$ cat src/rtl/reservation_station.sv
// Reservation station: holds decoded ALU ops, wakes operands from the
// result broadcast and feeds one ready op at a time to the functional unit.
module reservation_station #(
  parameter int DEPTH  = 3,
  parameter int TAG_W  = 3,
  parameter int DATA_W = 16
) (
  input  logic              clock,
  input  logic              reset,
  input  logic              issue_valid,
  output logic              issue_ready,
  input  logic [15:0]       issue_instr,
  input  logic [TAG_W-1:0]  issue_tag,
  input  logic [DATA_W-1:0] issue_vj,
  input  logic [TAG_W-1:0]  issue_qj,
  input  logic              issue_qj_wait,
  input  logic [DATA_W-1:0] issue_vk,
  input  logic [TAG_W-1:0]  issue_qk,
  input  logic              issue_qk_wait,
  output logic              issue_err,
  input  logic              cdb_valid,
  input  logic [TAG_W-1:0]  cdb_tag,
  input  logic [DATA_W-1:0] cdb_value,
  input  logic              fu_available,
  output logic              fu_issue,
  output logic [15:0]       fu_instruction,
  output logic [TAG_W-1:0]  fu_tag,
  output logic [DATA_W-1:0] fu_r2,
  output logic [DATA_W-1:0] fu_r1,
  output logic [2:0]        busy_count
);

  typedef enum logic [1:0] {
    IDLE,
    SENT,
    WAIT_BUSY,
    WAIT_FREE
  } state_t;

  typedef struct packed {
    logic [15:0]       instr;
    logic [TAG_W-1:0]  tag;
    logic [DATA_W-1:0] vj;
    logic [TAG_W-1:0]  qj;
    logic              wj;
    logic [DATA_W-1:0] vk;
    logic [TAG_W-1:0]  qk;
    logic              wk;
  } entry_t;

  state_t state_q, state_d;

  logic [DEPTH-1:0] valid_q, valid_d;
  entry_t ent_q [DEPTH];
  entry_t ent_d [DEPTH];

  logic [15:0]       fu_instr_q, fu_instr_d;
  logic [TAG_W-1:0]  fu_tag_q, fu_tag_d;
  logic [DATA_W-1:0] fu_r2_q, fu_r2_d;
  logic [DATA_W-1:0] fu_r1_q, fu_r1_d;
  logic              err_q, err_d;

  logic [DEPTH-1:0] rdy;
  logic [DEPTH-1:0] free_oh;
  logic [DEPTH-1:0] rdy_oh;
  logic             any_rdy;
  logic             legal;
  logic             do_issue;
  logic             do_disp;
  entry_t           new_ent;
  entry_t           sel_ent;

  assign issue_ready = ~&valid_q;
  assign legal = issue_instr[3:0] inside {4'b0000, 4'b0001, 4'b0100, 4'b0101};
  assign do_issue = issue_valid & issue_ready & legal;
  assign err_d = issue_valid & issue_ready & ~legal;

  // Lowest-index free slot and lowest-index ready slot, one-hot.
  always_comb begin
    free_oh = '0;
    rdy_oh  = '0;
    sel_ent = '0;
    for (int i = 0; i < DEPTH; i++) begin
      rdy[i] = valid_q[i] & ~ent_q[i].wj & ~ent_q[i].wk;
    end
    for (int i = DEPTH - 1; i >= 0; i--) begin
      if (!valid_q[i]) begin
        free_oh    = '0;
        free_oh[i] = 1'b1;
      end
      if (rdy[i]) begin
        rdy_oh    = '0;
        rdy_oh[i] = 1'b1;
      end
    end
    for (int i = 0; i < DEPTH; i++) begin
      if (rdy_oh[i]) begin
        sel_ent = ent_q[i];
      end
    end
  end

  assign any_rdy = |rdy;
  assign do_disp = (state_q == IDLE) & fu_available & any_rdy;

  // Incoming op captures a same-edge broadcast for its pending sources.
  always_comb begin
    new_ent.instr = issue_instr;
    new_ent.tag   = issue_tag;
    new_ent.vj    = issue_vj;
    new_ent.qj    = issue_qj;
    new_ent.wj    = issue_qj_wait;
    new_ent.vk    = issue_vk;
    new_ent.qk    = issue_qk;
    new_ent.wk    = issue_qk_wait;
    if (cdb_valid && issue_qj_wait && issue_qj == cdb_tag) begin
      new_ent.vj = cdb_value;
      new_ent.wj = 1'b0;
    end
    if (cdb_valid && issue_qk_wait && issue_qk == cdb_tag) begin
      new_ent.vk = cdb_value;
      new_ent.wk = 1'b0;
    end
  end

  always_comb begin
    valid_d = valid_q;
    for (int i = 0; i < DEPTH; i++) begin
      ent_d[i] = ent_q[i];
      if (cdb_valid && valid_q[i]) begin
        if (ent_q[i].wj && ent_q[i].qj == cdb_tag) begin
          ent_d[i].vj = cdb_value;
          ent_d[i].wj = 1'b0;
        end
        if (ent_q[i].wk && ent_q[i].qk == cdb_tag) begin
          ent_d[i].vk = cdb_value;
          ent_d[i].wk = 1'b0;
        end
      end
      if (do_disp && rdy_oh[i]) begin
        valid_d[i] = 1'b0;
      end
      if (do_issue && free_oh[i]) begin
        valid_d[i] = 1'b1;
        ent_d[i]   = new_ent;
      end
    end
  end

  always_comb begin
    fu_instr_d = fu_instr_q;
    fu_tag_d   = fu_tag_q;
    fu_r2_d    = fu_r2_q;
    fu_r1_d    = fu_r1_q;
    if (do_disp) begin
      fu_instr_d = sel_ent.instr;
      fu_tag_d   = sel_ent.tag;
      fu_r2_d    = sel_ent.vj;
      fu_r1_d    = sel_ent.vk;
    end
  end

  always_comb begin
    state_d = state_q;
    unique case (state_q)
      IDLE:      if (do_disp) state_d = SENT;
      SENT:      state_d = WAIT_BUSY;
      WAIT_BUSY: if (!fu_available) state_d = WAIT_FREE;
      WAIT_FREE: if (fu_available) state_d = IDLE;
      default:   state_d = IDLE;
    endcase
  end

  always_comb begin
    fu_issue   = (state_q == SENT);
    busy_count = '0;
    for (int i = 0; i < DEPTH; i++) begin
      busy_count = busy_count + {2'b00, valid_q[i]};
    end
  end

  assign fu_instruction = fu_instr_q;
  assign fu_tag         = fu_tag_q;
  assign fu_r2          = fu_r2_q;
  assign fu_r1          = fu_r1_q;
  assign issue_err      = err_q;

  always_ff @(posedge clock or posedge reset) begin
    if (reset) begin
      state_q    <= IDLE;
      valid_q    <= '0;
      fu_instr_q <= 16'h000F;
      fu_tag_q   <= '0;
      fu_r2_q    <= '0;
      fu_r1_q    <= '0;
      err_q      <= 1'b0;
      for (int i = 0; i < DEPTH; i++) begin
        ent_q[i] <= '0;
      end
    end else begin
      state_q    <= state_d;
      valid_q    <= valid_d;
      fu_instr_q <= fu_instr_d;
      fu_tag_q   <= fu_tag_d;
      fu_r2_q    <= fu_r2_d;
      fu_r1_q    <= fu_r1_d;
      err_q      <= err_d;
      for (int i = 0; i < DEPTH; i++) begin
        ent_q[i] <= ent_d[i];
      end
    end
  end

endmodule

$ cat config.mk
export PLATFORM = sky130hd
export DESIGN_NAME = reservation_station
export DESIGN_NICKNAME = d
export VERILOG_FILES = /design/src/rtl/reservation_station.sv
export SDC_FILE = /design/constraint.sdc
export NUM_CORES = 1
export LEC_CHECK = 0
export BUFFER_PORTS_ARGS = -buffer_cell sky130_fd_sc_hd__buf_2
export CAP_MARGIN = 20
export CELL_PAD_IN_SITES_DETAIL_PLACEMENT = 1
export CELL_PAD_IN_SITES_GLOBAL_PLACEMENT = 1
export CORE_MARGIN = 2
export CORE_UTILIZATION = 50
export CTS_CLUSTER_SIZE = 16
export DETAILED_ROUTE_END_ITERATION = 8
export PLACE_DENSITY = 0.89
export SLEW_MARGIN = 25
export SYNTH_ARGS = -nofsm -noshare
export SYNTH_HDL_FRONTEND = slang
export SYNTH_SLANG_ARGS = --single-unit
$ cat constraint.sdc
create_clock -name clock -period 22.9 [get_ports clock]
set_clock_uncertainty 0.05 [all_clocks]
set_input_delay 2.29 -clock clock [delete_from_list [all_inputs] [get_ports clock]]
set_output_delay 2.29 -clock clock [all_outputs]
set_load 0.05 [all_outputs]
==> metrics.yaml <==
status:
  status: "finished clean"
setup_path:
  crit_required_ns: 23.26
  crit_path_max_fanout: 42
  path_cells: "buf_2 > or3b_4 > nor3b_4 > buf_4 > nand2b_1 > o221a_1"
  crit_arrival_ns: 4.97
  r2r_slack_ns: 19.88
  critPathLaunchType: "input port"
  crit_type: "in2reg"
  slowest_stage: "nor3b_4"
  end_kind: "flip-flop"
  path_buf_inv: 2
  slowest_delay_ns: 0.66
  cp_top_family: "simple AND/OR/NAND/NOR gates"
sta:
  tightest_slew_ns: 0.996
  setup_viol: 0
  fmax_mhz: 217
  rsz0062_at_grt: "no"
  finalCritPeriodShare_pct: 20.1
  setup_ws_ns: 18.29
  hold_viol: 0
  slew_viol_final: 0
  fin_crit_ns: 4.61
  hold_ws_ns: 0.426
  maxSlewHeadroom_pct: 33.6
  fin_setup_tns_ns: 0
detailed_routing:
  drc: 0
  vias: 9298
  antenna_left: 0
  viasPerCell: 6.43
  routed_wirelength_mm: 36.0
  first_pass_iters: 5
  drtIter0Drc: 767
  wl_per_cell_um: 24.9
clock_tree:
  tritoncts: "built"
  path_clk_slew_ns: 0.06
  cts_buffers: 26
  cts_root_buf: "clkbuf_16"
  clk_latency_ns: 0.54
  htreeDepth: 1
  postCtsHoldBufs: 0
  cts_max_path_buffers: 3
  cts.sinks: 234
  cts.repair.resized: 0
  cts_setup_buffers: 0
power_and_ir_drop:
  power_frac_comb_pct: 41.1
  power_frac_seq_pct: 36.7
  p_sw_share_pct: 41.6
  power.net_switching_uw: 847
  powerDensity_nw_per_um2: 157
  clockPowerShare_pct: 22.2
  p_leak_uw: 0.00593
  p_int_uw: 1190
  max-vdd-ir-drop_mv: 0.0746
yosys:
  synthAdderAreaFrac_pct: 0.617
  synth_area_sq_um: 11300
  synthesis.nets: 1139
  ys_warn_count: 0
  ys_ff_latch: 234
  synth_top_family_by_area: "compound AO/OA/AOI/OAI gates"
  synthXorXnorAreaFrac_pct: 1.85
  synth.distinct_cells: 46
  syn_inst: 1051
  synth_area_per_cell_sq_um: 10.8
  muxShareOfSynthArea_pct: 0.0992
  synth-compound-area-share_pct: 21.2
  yosysSeqAreaShare_pct: 51.6
  yosys.area_share.simple_pct: 19.8
global_route:
  grt_remaining_overflow: 0
  grt_usage_pct: 30.6
  grt_util_met1_pct: 39.8
  grt_use_met3_pct: 4.48
  grtUsageMet2_pct: 51.1
  grt_pass1_vias: 10000
  grt_pass1_wl_mm: 57.4
  antenna_found_initial: 0
  top_usage_layer: "met2"
  grt_max_degree: 150
die:
  dieArea_sq_um: 23900
  die_w_um: 155
  ios: 140
  core_area_sq_um: 22400
  die_y_um: 155
  start_util_pct: 50.6
  rows: 55
place:
  placed_cell_area_sq_um: 12000
  place_ws_ns: 17.76
  place_congestion: 0.793
  io_buffers: 138
  dpl.hpwl_mm: 21.7
final_layout:
  nFillCells: 2401
  final_core_util_pct: 57.8
  nets: 1228
  area_delta_synth_final_pct: 14.2
  final_cell_mix: "nand2_1 (271), dfrtp_1 (230), buf_2 (138)"
  final-seq-area_sq_um: 5860
  final_common_cell: "nand2_1"
  drive_gt1_share_pct: 27.5
  multiInputGateArea_sq_um: 4970
  design_area_sq_um: 13000
worst_hold_path:
  hold_class: "reg2reg"
flow_run:
  maxCapViolCount: 0
per-stage QoR:
| step | total power (uW) | std cells |
|---|---|---|
| floorplan | 1360 | 1051 |
| global placement | 1510 | 1397 |
| detailed placement | 1560 | 1397 |
| CTS | 2030 | 1445 |
| global route | 2140 | 1445 |
| finish | 2030 | 1446 |
worst register-to-register path, delay by kind of cell (launching register included):
family / cells / cell delay (ns)
and+or+nand+nor: 2 / 1.22
DFF: 1 / 0.66
buffers and inverters: 1 / 0.54
AOI/OAI and AO/OA: 1 / 0.42
cell families (layout without fill, tap and decap cells):
group                      after synthesis  after routing
buffers and inverters                   97            206
DFF                                    234            234
xor gates and xnor gates                24             24
and+or+nand+nor                        469            469
AOI/OAI and AO/OA                      220            220
other                                    1              2
adders and majority gates                5              5
muxes                                    1              1
path summary, 6_finish.rpt:
check	depth (start not counted)	to	start
max in group asynchronous	3	ent_q[132]$_DFFE_PP0P_	reset
worst max register to register	4	ent_q[91]$_DFFE_PP0P_	valid_q[0]$_DFFE_PP0P_
worst min-delay path	2	ent_q[117]$_DFFE_PP0N_	ent_q[117]$_DFFE_PP0N_
worst max-delay path	6	ent_q[91]$_DFFE_PP0P_	issue_instr[1]
min in group asynchronous	2	ent_q[120]$_DFFE_PP0N_	reset
worst min register to register	2	ent_q[117]$_DFFE_PP0N_	ent_q[117]$_DFFE_PP0N_
per-layer routing:
metal	vias to the layer above	part of all wire [%]
li1	4004	-
met1	4787	41
met2	401	48
met3	106	6.2
met4	0	4.5
met5	-	0
synthesized netlist by cell type (all sizes together):
| library cell | n | area (sq um) |
|---|---|---|
| nor2 | 53 | 201 |
| o221a | 96 | 1080 |
| buf | 62 | 405 |
| or2 | 2 | 12.5 |
| and2 | 7 | 43.8 |
| conb | 1 | 3.75 |
| clkbuf | 30 | 113 |
| nand3 | 8 | 40.0 |
| o221ai | 1 | 8.76 |
| ha | 4 | 50.1 |
| o21ai | 2 | 10.0 |
| o311ai | 1 | 26.3 |
| nor3b | 5 | 60.1 |
| or3 | 97 | 607 |
| or3b | 2 | 20.0 |
| inv | 5 | 18.8 |
| nand2 | 272 | 1020 |
| mux2 | 1 | 11.3 |
| nand3b | 1 | 7.51 |
| dfstp | 4 | 105 |
| dfrtp | 230 | 5760 |
| nor3 | 3 | 26.3 |
| xor2 | 24 | 210 |
| a221oi | 47 | 599 |
| o211a | 1 | 10.0 |
| and3 | 4 | 25.0 |
| nor4 | 8 | 140 |
| nand2b | 7 | 43.8 |
| fa | 1 | 20.0 |
| a211oi | 4 | 30.0 |
| o31ai | 53 | 548 |
| o22ai | 6 | 37.5 |
| a21oi | 9 | 56.3 |
power groups by stage:
stage	registers, uW	clock network (uW)	logic [uW]
5_1_grt	769	472	896
3_3_place_gp	732	0	780
6_report	747	451	836
2_1_floorplan	816	0	542
3_5_place_dp	741	0	818
4_1_cts	744	456	834
area by class of cell:
type | instances | share of cell area [%]
clock buffer | 39 | 6.18
timing repair buffer | 153 | 6.26
sequential | 234 | 45.2
clock inverter | 9 | 0.956
inverter | 5 | 0.241
antenna | 1 | 0.0193
multi-input combinational | 720 | 38.4
tap | 285 | 2.75
flip-flops by register name, summed over array words and instances (netlist names):
signal,count
state_q,2
fu_tag,3
valid_q,3
fu_instruction,16
issue_err,1
fu_r2,16
ent_q,177
fu_r1,16
No activity file was read; power rests on OpenSTA's default activity.
